==> src/rtl/instruction_loader.sv <==
// Serial program loader: takes a count-prefixed byte stream and writes little-endian
// 32-bit words to instruction memory, stalling the core until done. Optional: INSTRUCTION_LOADER_CHECKSUM_EN.
module instruction_loader #(
  parameter logic [31:0] BASE_ADDR = 32'h0000_0000,
  parameter int unsigned MAX_WORDS = 256
) (
  input  logic        clock,
  input  logic        reset,
  input  logic        start,
  input  logic [7:0]  byteIn,
  input  logic        byteValid,
  output logic        byteReady,
  output logic        memWriteFlag,
  output logic [31:0] memAddress,
  output logic [31:0] memWriteData,
  output logic        loadDone,
  output logic        loadError,
  output logic        cpuHold
);

  // state    | meaning
  // IDLE     | waiting for start after reset
  // COUNT_LO | accepting word-count low byte
  // COUNT_HI | accepting word-count high byte, range check
  // DATA     | accepting payload bytes into lanes 0..3
  // WRITE    | one-cycle memory write strobe
  // CHECK    | accepting checksum byte (checksum build only)
  // DONE     | load complete, core released
  // ERROR    | load aborted, core held
  localparam logic [2:0] S_IDLE     = 3'd0;
  localparam logic [2:0] S_COUNT_LO = 3'd1;
  localparam logic [2:0] S_COUNT_HI = 3'd2;
  localparam logic [2:0] S_DATA     = 3'd3;
  localparam logic [2:0] S_WRITE    = 3'd4;
`ifdef INSTRUCTION_LOADER_CHECKSUM_EN
  localparam logic [2:0] S_CHECK    = 3'd5;
  localparam logic [2:0] S_TAIL     = S_CHECK;
`else
  localparam logic [2:0] S_TAIL     = 3'd6;
`endif
  localparam logic [2:0] S_DONE     = 3'd6;
  localparam logic [2:0] S_ERROR    = 3'd7;

  logic [2:0]  state_q, state_d;
  logic [15:0] count_q, count_d;
  logic [15:0] word_idx_q, word_idx_d;
  logic [1:0]  byte_idx_q, byte_idx_d;
  logic [23:0] word_q, word_d;
  logic [31:0] mem_addr_q, mem_addr_d;
  logic [31:0] mem_data_q, mem_data_d;
  logic [15:0] count_full;
  logic        xfer;
`ifdef INSTRUCTION_LOADER_CHECKSUM_EN
  logic [7:0]  chk_q, chk_d;
`endif

  always_comb begin
    byteReady = (state_q == S_COUNT_LO) || (state_q == S_COUNT_HI) || (state_q == S_DATA)
`ifdef INSTRUCTION_LOADER_CHECKSUM_EN
                || (state_q == S_CHECK)
`endif
                ;
  end

  assign xfer         = byteValid && byteReady;
  assign count_full   = {byteIn, count_q[7:0]};
  assign memWriteFlag = (state_q == S_WRITE);
  assign memAddress   = mem_addr_q;
  assign memWriteData = mem_data_q;
  assign loadDone     = (state_q == S_DONE);
  assign loadError    = (state_q == S_ERROR);
  assign cpuHold      = (state_q != S_DONE);

  always_comb begin
    state_d    = state_q;
    count_d    = count_q;
    word_idx_d = word_idx_q;
    byte_idx_d = byte_idx_q;
    word_d     = word_q;
    mem_addr_d = mem_addr_q;
    mem_data_d = mem_data_q;
`ifdef INSTRUCTION_LOADER_CHECKSUM_EN
    chk_d      = chk_q;
`endif
    case (state_q)
      S_IDLE, S_DONE, S_ERROR: begin
        if (start) begin
          state_d    = S_COUNT_LO;
          word_idx_d = 16'd0;
          byte_idx_d = 2'd0;
`ifdef INSTRUCTION_LOADER_CHECKSUM_EN
          chk_d      = 8'd0;
`endif
        end
      end
      S_COUNT_LO: begin
        if (xfer) begin
          count_d[7:0] = byteIn;
          state_d      = S_COUNT_HI;
        end
      end
      S_COUNT_HI: begin
        if (xfer) begin
          count_d = count_full;
          if ({16'd0, count_full} > MAX_WORDS) state_d = S_ERROR;
          else if (count_full == 16'd0)        state_d = S_TAIL;
          else                                 state_d = S_DATA;
        end
      end
      S_DATA: begin
        if (xfer) begin
          byte_idx_d = byte_idx_q + 2'd1;
          case (byte_idx_q)
            2'd0: word_d[7:0]   = byteIn;
            2'd1: word_d[15:8]  = byteIn;
            2'd2: word_d[23:16] = byteIn;
            default: begin
              // word is captured at the accepting edge so the strobe cycle sees it
              mem_data_d = {byteIn, word_q};
              mem_addr_d = BASE_ADDR + {14'd0, word_idx_q, 2'b00};
              state_d    = S_WRITE;
            end
          endcase
        end
      end
      S_WRITE: begin
        word_idx_d = word_idx_q + 16'd1;
        if (word_idx_q + 16'd1 == count_q) state_d = S_TAIL;
        else                               state_d = S_DATA;
      end
`ifdef INSTRUCTION_LOADER_CHECKSUM_EN
      S_CHECK: begin
        if (xfer) state_d = (byteIn == chk_q) ? S_DONE : S_ERROR;
      end
`endif
      default: state_d = S_IDLE;
    endcase
`ifdef INSTRUCTION_LOADER_CHECKSUM_EN
    if (xfer && (state_q != S_CHECK)) chk_d = chk_q ^ byteIn;
`endif
  end

  always_ff @(posedge clock) begin
    if (reset) begin
      state_q    <= S_IDLE;
      count_q    <= 16'd0;
      word_idx_q <= 16'd0;
      byte_idx_q <= 2'd0;
      word_q     <= 24'd0;
      mem_addr_q <= BASE_ADDR;
      mem_data_q <= 32'd0;
`ifdef INSTRUCTION_LOADER_CHECKSUM_EN
      chk_q      <= 8'd0;
`endif
    end else begin
      state_q    <= state_d;
      count_q    <= count_d;
      word_idx_q <= word_idx_d;
      byte_idx_q <= byte_idx_d;
      word_q     <= word_d;
      mem_addr_q <= mem_addr_d;
      mem_data_q <= mem_data_d;
`ifdef INSTRUCTION_LOADER_CHECKSUM_EN
      chk_q      <= chk_d;
`endif
    end
  end

endmodule
==> config.mk <==
export PLATFORM = sky130hd
export DESIGN_NAME = instruction_loader
export DESIGN_NICKNAME = d
export VERILOG_FILES = /design/src/rtl/instruction_loader.sv
export SDC_FILE = /design/constraint.sdc
export NUM_CORES = 1
export LEC_CHECK = 0
export CORE_AREA = 2 2 95 97
export DETAILED_ROUTE_END_ITERATION = 10
export DIE_AREA = 0 0 97 99
export DONT_BUFFER_PORTS = 1
export PLACE_DENSITY = 0.84
export SYNTH_ARGS = -nofsm -noshare
export SYNTH_HDL_FRONTEND = slang
export SYNTH_SLANG_ARGS = --single-unit
==> constraint.sdc <==
create_clock -name clock -period 4.95 [get_ports clock]
set_input_delay 0.99 -clock clock [delete_from_list [all_inputs] [get_ports clock]]
set_output_delay 0.99 -clock clock [all_outputs]
set_load 0.01 [all_outputs]
Word-level counts from Yosys, hierarchy flattened
Index checks and enable logic that the tools add are counted.
{ "totals": {"register_bits": 109, "latchBits": 0, "ramBits": 0, "mem_bits_ro": 0, "input_bits": 12, "word_cells": 65, "memories": 0} }
{ "op_classes": {"add_sub_neg": 2, "mul": 0, "div": 0, "n_lt_le_gt_ge": 1, "eq_ne": 15, "n_shift": 0, "mux": 16, "bitwise_logic": 2, "reduce_logical": 19} }
{ "op_table": {"columns": ["op", "n"], "rows": [
  ["$pmux 16 s2", 1],
  ["$mux 3", 8],
  ["$reduce_and 3->1", 6],
  ["$add 16x1->16 const B", 1],
  ["$eq 16x16->1", 1],
  ["$gt 16x9->1 const B", 1],
  ["$logic_not 16->1", 1],
  ["$mux 16", 1],
  ["$pmux 8 s2", 1],
  ["$pmux 3 s5", 1],
  ["$ne 2x2->1 const B", 5],
  ["$eq 3x3->1 const B", 3],
  ["$mux 8", 1],
  ["$eq 3x2->1 const B", 2],
  ["$reduce_or 3->1", 2],
  ["$reduce_and 5->1", 1],
  ["$mux 2", 2],
  ["$pmux 2 s2", 1],
  ["$reduce_and 2->1", 2],
  ["$reduce_bool 2->1", 2],
  ["$eq 3x1->1 const B", 1],
  ["$logic_not 3->1", 1],
  ["$ne 3x3->1 const B", 1],
  ["$add 2x1->2 const B", 1],
  ["6 further kinds", 8]
]} }

Logic depth before layout (Yosys ltp)
Gate-level depths: netlist of the first run.
{ "logic_depth": {"word_depth": 6, "ltp_mapped": 8, "depth_no_buf": 8} }

Worst setup path before layout of the first run
OpenSTA, ideal clock, no wires.
{ "synth_path": {"path_kind": "register -> register", "startpoint": "reg word_idx_q[0]", "endpoint": "reg state_q[0]", "t_arrival_ns": 2.279, "required_ns": 4.834, "setup_slack_ns": 2.555, "path_stages_with_launch": 9, "n_path_buf": 1, "cell_sequence": "dfxtp_1 > ha_1 > buf_2 > nand3_1 > nor4_1 > mux2i_1 > o211ai_1 > or4_4 > o211a_1"} }
{ "synth_via": {"elab_chain_cells": 4} }
{ "synth_rtl": {"columns": ["item", "line", "rtl"], "rows": [
  ["from (decl)", "46", "logic [15:0] word_idx_q, word_idx_d;"],
  ["from (signal assigned)", "158", "word_idx_q <= word_idx_d;"],
  ["$add 16x1->16", "128", "if (word_idx_q + 16'd1 == count_q) state_d = S_TAIL;"],
  ["$eq 16x16->1", "128", null],
  ["$mux 3", "128", null],
  ["$pmux 3 s5", "85", "case (state_q)"],
  ["to (signal assigned)", "156", "state_q <= state_d;"],
  ["to (decl)", "44", "logic [2:0] state_q, state_d;"]
]} }
No other way between the ends.
A chain may end at the register's enable or synchronous reset.

Final worst setup path of the first run
{ "layout_path": {"startpoint": "reg state_q[2]", "endpoint": "out memWriteFlag"} }
{ "layout_via": {"elab_chain_cells": 1} }
{ "layout_rtl": {"columns": ["item", "line", "rtl"], "rows": [
  ["$eq 3x3->1", "67", "assign memWriteFlag = (state_q == S_WRITE);"],
  ["to (decl)", "13", "output logic memWriteFlag,"]
]} }
No other way between the ends.

==> results of run 1 <==
## area by class of cell
cell class | count | area, um^2
tap | 108 | 135
timing repair buffer | 4 | 30.0
sequential | 109 | 2180
fill | 764 | 3460
clock inverter | 6 | 77.6
inverter | 8 | 30.0
multi-input combinational | 467 | 2510
clock buffer | 10 | 128
## flip-flops by register name, indices dropped and copies added (netlist names)
signal	cells
word_q	24
byte_idx_q	2
word_idx_q	16
memAddress	16
state_q	3
memWriteData	32
count_q	16
## per-layer routing
layer,share of wire [%],global-route usage (%)
met5,0,0
met3,7.5,5.39
met2,47,39.6
met4,2.3,9.32
met1,43,32.5
## power by group through the flow
stage               registers [mW]  clock network [mW]  logic [mW]
finish                       0.964               0.563       0.309
floorplan                    0.954                   0       0.283
CTS                          0.961               0.571       0.304
global route                 0.969               0.601       0.342
detailed placement           0.981                   0       0.301
global placement             0.979                   0       0.289
## worst paths after layout
check	start	to	slack (ns)	cells past startpoint
worst max-delay path	state_q[2]	memWriteFlag	1.88	2
worst min-delay path	word_q[12]	memWriteData[12]	0.46	2
worst max register to register	state_q[2]	state_q[0]	1.95	7
worst min register to register	word_q[12]	memWriteData[12]	0.46	2
## cell families after synthesis
logic type / count (synthesis)
AOI/OAI and AO/OA: 135
xor gates and xnor gates: 22
adders and majority gates: 5
buffers and inverters: 75
DFF: 109
muxes: 20
other: 1
and+or+nand+nor: 269
## cells in the mapped netlist, types with 2 or more instances
library cell | count | area (um^2)
or4_1 | 4 | 30.0
ha_1 | 5 | 62.6
nor3_1 | 4 | 20.0
or3_1 | 6 | 37.5
a311oi_1 | 3 | 26.3
nand4_1 | 4 | 25.0
nor2_1 | 44 | 165
dfxtp_1 | 109 | 2180
a211oi_1 | 2 | 15.0
nand3_1 | 33 | 165
o211ai_1 | 3 | 22.5
nor2b_1 | 5 | 31.3
o2111ai_1 | 2 | 17.5
a31oi_1 | 3 | 18.8
nand2_1 | 140 | 526
buf_2 | 6 | 30.0
clkbuf_1 | 33 | 124
xnor2_1 | 12 | 105
nand3b_1 | 3 | 22.5
nor3b_1 | 3 | 22.5
buf_4 | 21 | 158
a21oi_1 | 93 | 465
a22oi_1 | 2 | 15.0
nor4_1 | 8 | 50.1
and3_1 | 4 | 25.0
mux2i_1 | 19 | 190
inv_1 | 7 | 26.3
and4b_1 | 2 | 20.0
buf_1 | 6 | 22.5
xor2_1 | 10 | 87.6
o21ai_0 | 18 | 90.1
## through the flow
step / instance area, um^2 / total power, mW / hold slack, ns / utilization, % / setup WS, ns
CTS: 5090 / 1.84 / 0.457 / 59.5 / 1.88
detailed placement: 4880 / 1.28 / 0.441 / 57.1 / 1.99
global placement: 4880 / 1.27 / 0.436 / 57.1 / 2.14
global route: 5090 / 1.91 / 0.470 / 59.5 / 1.68
floorplan: 5050 / 1.24 / 0.432 / - / 2.56
finish: 5090 / 1.84 / 0.457 / 59.5 / 1.88
## worst max-delay path: cells and delay by family (launching register included)
kind                   cells  cell delay, ns
DFF                        1            0.70
and+or+nand+nor            1            0.55
buffers and inverters      1            0.44
==> run metrics, run 1 <==
status completed; Net Sw Power 561 uW; clock slew at reported path FFs 0.11 ns; WS Path Type reg -> out; row count 34; Compound-Gate Fraction of Synth Area 15.1%; sequential area share after synthesis 43.7%; switching share of power 30.6%; Post-synth EDFFs 0; drt via density 5.98; deepest clock path buffer count 2; commonest non-fill, non-tap cell in the layout nand2_1; Clk Tree Root Cell clkbuf_8; vias in the first global route 3958; Ports 81; post-CTS sizing 0; synth unique cells 53; Hold WC Path Type reg -> reg; fin crit share 62.1%; synthesized instance count 636; 1st-iter DRT viols 363; P_int 1.27 mW; clock share of power 30.7%; Final Hold Vio Count 0; fin cells 712; layout cells sized above 1 4.97%; Die W 97 um; CTS tree built; drt pass-1 iters 5; total number of vias 4260; mux contribution to synthesized area 4.03%; gpl congestion 0.904; synth-to-layout area growth 1.85%; # setup viols final 0; DP HPWL 7.68 mm; Syn Area/Cell 7.86 um^2; Worst-Margin Slew 1.27 ns; H-tree Lvls 3; final WL 11.5 mm; ANT nets after route 0; postcts setup bufs 0; main combinational cell family by area after synthesis simple AND/OR/NAND/NOR gates; grt total ovfl 0; commonest cells after routing, fill and taps aside 140 x nand2_1, 109 x dfxtp_1, 93 x a21oi_1, 44 x nor2_1, 33 x nand3_1; critical path required time 3.96 ns; fmax 325 MHz; Worst path max stage delay 0.70 ns; Die H 99 um; max_cap viols 0; core footprint 8550 um^2; critical path, cell by cell nand2_1, inv_2; Critical Path End Type output port; clk_skew 0.0104 ns; Mapped Area 5000 um^2; first-pass GRT wire length 19.4 mm; #FFs+latches synth 109; DRC viols 0; full die area 9600 um^2; ys async rst share 0%; min Tclk post-route 3.07 ns; post-DR wirelength/cell 16.1 um; RSZ-0062 raised after global routing no; overall routing resource usage 24.6%; Port-buffer cells 0; Pwr Density 361 nW/um^2; Hold Buf Count CTS 0; setup TNS 0 ns; Max-slew headroom 14.9%; cts bufs inserted 9; Starting Density 58.4%; clock sink count 109; worst vdd ir 0.151 mV; predominant post-synthesis flop cell dfxtp_1; leakage power 1.69 nW; Inst Count DP 696; Logic pwr share 16.8%; CP max stage cell dfxtp_1; sequential share of power 52.5%; fin nets 616; pin count of the biggest net entering global routing 110; Max Slew Vio Count 0; crit path DAT 2.08 ns; initial antenna violation count 0; Startpoint Class register; Adder-Cell Fraction of Synth Area 1.25%; worst skew pair latency 0.38 ns; antenna fix cells 0; Yosys warnings 0; Synth Area in XOR/XNOR 3.86%; post-synthesis simple-gate area fraction 24.5%; CP max FO 19
No activity file was read; power rests on OpenSTA's default activity.
==> inputs of run 2 (changes only) <==
Clock period 4.95 ns to 2.91 ns, I/O delays scaled along.
==> run metrics, run 2 (synthesis results as in run 1) <==
drt pass-1 iters 6; max_cap viols 0; Clk Tree Root Cell clkbuf_8; Max-slew headroom 60.3%; fin crit share 88.2%; grt met1 use 30.9%; critical path required time 3.20 ns; grt total ovfl 0; DP HPWL 7.58 mm; Worst path max stage delay 0.55 ns; Hold WC Path Type in -> reg; multi-input logic area 2510 um^2; first-pass GRT wire length 18.4 mm; gr busiest metal met2; clock share of power 30.0%; Critical Path End Type register; Startpoint Class register; P_int 2.12 mW; CP max stage cell nor4_1; Worst-Margin Slew 0.590 ns; H-tree Lvls 3; drt via density 5.88; commonest non-fill, non-tap cell in the layout nand2_1; worst skew pair latency 0.39 ns; postcts setup bufs 0; post-DR wirelength/cell 15.5 um; layout cells sized above 1 6.37%; overall routing resource usage 23.4%; core footprint 8550 um^2; final worst setup slack 0.343 ns; WS Path Type reg -> reg; WP buf/inv 0; Post-Place Worst Slack 0.363 ns; ANT nets after route 0; clock slew at reported path FFs 0.12 ns; post-CTS sizing 0; synth-to-layout area growth 3.15%; RSZ-0062 raised after global routing no; clock sink count 109; commonest cells after routing, fill and taps aside 140 x nand2_1, 109 x dfxtp_1, 93 x a21oi_1, 44 x nor2_1, 33 x nand3_1; fmax 390 MHz; total number of vias 4230; GR Util met3 5.74%; DRC viols 0; antenna fix cells 0; initial antenna violation count 0; status completed; fillers 778; full die area 9600 um^2; sequential share of power 52.4%; Ports 81; Max Slew Vio Count 0; Largest register FFs 32; clk_skew 0.0191 ns; final WL 11.2 mm; crit path DAT 2.86 ns; Die W 97 um; cts bufs inserted 9; Port-buffer cells 0; met2 Use GR 38.4%; pin count of the biggest net entering global routing 110; worst vdd ir 0.249 mV; critical path, cell by cell ha_1, nand3_1, nor4_1, mux2i_1, o211ai_1, or4_4, o211a_1; switching share of power 32.3%; Pwr Density 607 nW/um^2; Die H 99 um; fin nets 624; row count 34; 1st-iter DRT viols 199; critical path's top delay family simple AND/OR/NAND/NOR gates; Starting Density 58.4%; vias in the first global route 3782; Seq. cell area 2180 um^2; Final Hold Vio Count 0; deepest clock path buffer count 2; Hold Buf Count CTS 0; CTS tree built; setup TNS 0 ns; Logic pwr share 17.6%; # setup viols final 0; leakage power 1.73 nW; min Tclk post-route 2.57 ns; CP max FO 8; Net Sw Power 1.01 mW; gpl congestion 0.922
## run 2: cell types whose count changed in the layout (fill, tap and decap cells not counted)
cell,change
clkinvlp_4,-1
inv_8,-1
inv_6,+1
clkbuf_1,-1
buf_4,+8
bufinv_16,-1
clkinv_8,+3
## run 2: final timing paths
kind	start	to	slack, ns	cells past startpoint
max reg2reg	word_idx_q[1]	state_q[0]	0.34	7
min reg2reg	word_q[22]	memWriteData[22]	0.46	2
min	reset	memWriteData[31]	0.24	1
max	word_idx_q[1]	state_q[0]	0.34	7
## run 2: cell type report
type,instances,area share [%]
clock buffers,9,2.40
clock inverters,7,1.67
inverters,8,0.583
multi-input cells,467,48.6
flip-flops and latches,109,42.3
well taps,108,2.62
repair buffers,12,1.75
## run 2: stage by stage
stage / utilization [%] / instance area, um^2 / hold slack, ns / power (mW) / cells
6_report: 60.3 / 5150 / 0.242 / 3.13 / 720
5_1_grt: 60.3 / 5150 / 0.229 / 3.26 / 720
4_1_cts: 60.3 / 5150 / 0.237 / 3.12 / 720
3_5_place_dp: 57.8 / 4940 / 0.440 / 2.20 / 704
3_3_place_gp: 57.8 / 4940 / 0.435 / 2.19 / 704
2_1_floorplan: - / 5050 / 0.432 / 2.10 / 651
## run 2: layer usage
metal / vias up / routed length (um)
met5: - / 0
li1: 2073 / -
met4: 0 / 174
met3: 23 / 768
met2: 147 / 5410
met1: 1987 / 4840
## run 2: power groups by stage
stage | clock network (mW) | registers (mW) | logic, mW
after detailed placement | 0 | 1.67 | 0.538
final | 0.937 | 1.64 | 0.551
after CTS | 0.948 | 1.63 | 0.541
after floorplan | 0 | 1.62 | 0.482
after global placement | 0 | 1.66 | 0.523
after global routing | 1.00 | 1.65 | 0.607
==> inputs of run 3 (changes only) <==
Settings changed: CORE_AREA 2 2 95 97 to 2 2 97 99, DIE_AREA 0 0 97 99 to 0 0 99 101, HOLD_SLACK_MARGIN set to 0.1.
Clock period 2.91 ns to 2.35 ns, I/O delays scaled along.
==> run metrics, run 3 (synthesis results as in run 1) <==
status completed; worst skew pair latency 0.39 ns; CP max FO 7; # setup viols final 0; Port-buffer cells 0; drt via density 5.94; clock sink count 109; Critical Path End Type register; ANT nets after route 0; crit path DAT 2.58 ns; Ports 81; H-tree Lvls 3; DRC viols 0; Final Hold Vio Count 0; pin count of the biggest net entering global routing 110; leakage power 1.83 nW; Starting Density 55.7%; postcts setup bufs 0; full die area 10000 um^2; final WL 11.9 mm; Placement Cell Area 5040 um^2; total number of vias 4369; Max Slew Vio Count 0; clk_skew 0.0116 ns; fin crit share 97.4%; row count 35; commonest non-fill, non-tap cell in the layout nand2_1; post-DR wirelength/cell 16.2 um; antenna fix cells 0; CTS tree built; synth-to-layout area growth 6.61%; 1st-iter DRT viols 318; Startpoint Class register; commonest cells after routing, fill and taps aside 140 x nand2_1, 105 x dfxtp_1, 93 x a21oi_1, 44 x nor2_1, 33 x nand3_1; deepest clock path buffer count 2; gpl congestion 1.01; core footprint 8980 um^2; RSZ-0062 raised after global routing no; clock slew at reported path FFs 0.12 ns; fin area 5330 um^2; fmax 437 MHz; Die H 101 um; Power, Total 3.99 mW; min Tclk post-route 2.29 ns; initial antenna violation count 0; critical path required time 2.64 ns; vias in the first global route 3934; max_cap viols 0; DP HPWL 7.99 mm; Hold WC Path Type in -> reg; setup TNS 0 ns; drt pass-1 iters 6; Pwr Density 749 nW/um^2; Largest register FFs 32; Clk Tree Root Cell clkbuf_8; overall routing resource usage 23.7%; cts bufs inserted 9; grt total ovfl 0; Die W 99 um; Hold Buf Count CTS 0; first-pass GRT wire length 19.2 mm; layout cells sized above 1 9.78%; WS Path Type reg -> reg; worst vdd ir 0.358 mV; fin nets 636
run 3: changes by cell type in the layout (fill, tap and decap cells not counted), moves of 2 or more:
cell / delta
buf_4: +12
dfxtp_2: +4
dfxtp_1: -4
inv_6: -2
nor4_1: -2
and3_1: -2
run 3: cell type report:
| cell class | count | area, um^2 |
|---|---|---|
| clock buffers | 9 | 124 |
| clock inverters | 7 | 103 |
| fillers | 761 | 3650 |
| inverters | 8 | 30.0 |
| multi-input cells | 467 | 2560 |
| flip-flops and latches | 109 | 2190 |
| well taps | 111 | 139 |
| repair buffers | 24 | 180 |
run 3: metal layers:
| layer | track usage (%) | share of wire [%] |
|---|---|---|
| met2 | 38.0 | 49 |
| met4 | 10.6 | 2.2 |
| met3 | 6.03 | 7.5 |
| met1 | 30.3 | 41 |
| met5 | 0 | 0 |
run 3: final timing paths:
| check | startpoint | endpoint | slack [ns] | depth (start not counted) |
|---|---|---|---|---|
| worst max-delay path | word_idx_q[1] | state_q[0] | 0.06 | 8 |
| worst min-delay path | reset | memWriteData[31] | 0.13 | 1 |
| worst max register to register | word_idx_q[1] | state_q[0] | 0.06 | 8 |
| worst min register to register | word_q[5] | memWriteData[5] | 0.45 | 2 |
run 3: metrics by stage:
stage | setup slack, ns | cells | utilization, % | hold WS [ns]
floorplan | 0.0311 | 651 | - | 0.432
finish | 0.0621 | 735 | 59.3 | 0.130
global route | 0.00958 | 735 | 59.3 | 0.110
global placement | 0.131 | 719 | 56.2 | 0.437
CTS | 0.0491 | 735 | 58.7 | 0.122
detailed placement | 0.0226 | 719 | 56.2 | 0.437
run 3: timing repair:
item,4_1_cts,5_1_grt
pin swaps,0,0
setup endpoints to repair,1,2
gates resized for setup,1,12
hold endpoints to repair,0,0
run 3: power by group:
group	total, mW	internal [mW]	switching, mW
registers	1.99	1.91	0.0724
clock network	1.25	0.529	0.723
logic	0.752	0.299	0.452
total	3.99	2.74	1.25
run 3: worst max-delay path: stages, from the launching register on:
cell	delay [ns]
dfxtp_2	0.37
ha_1	0.21
buf_4	0.16
and3_2	0.24
and3_4	0.20
xnor2_1	0.16
o2111ai_1	0.16
or4_4	0.55
o211a_1	0.12
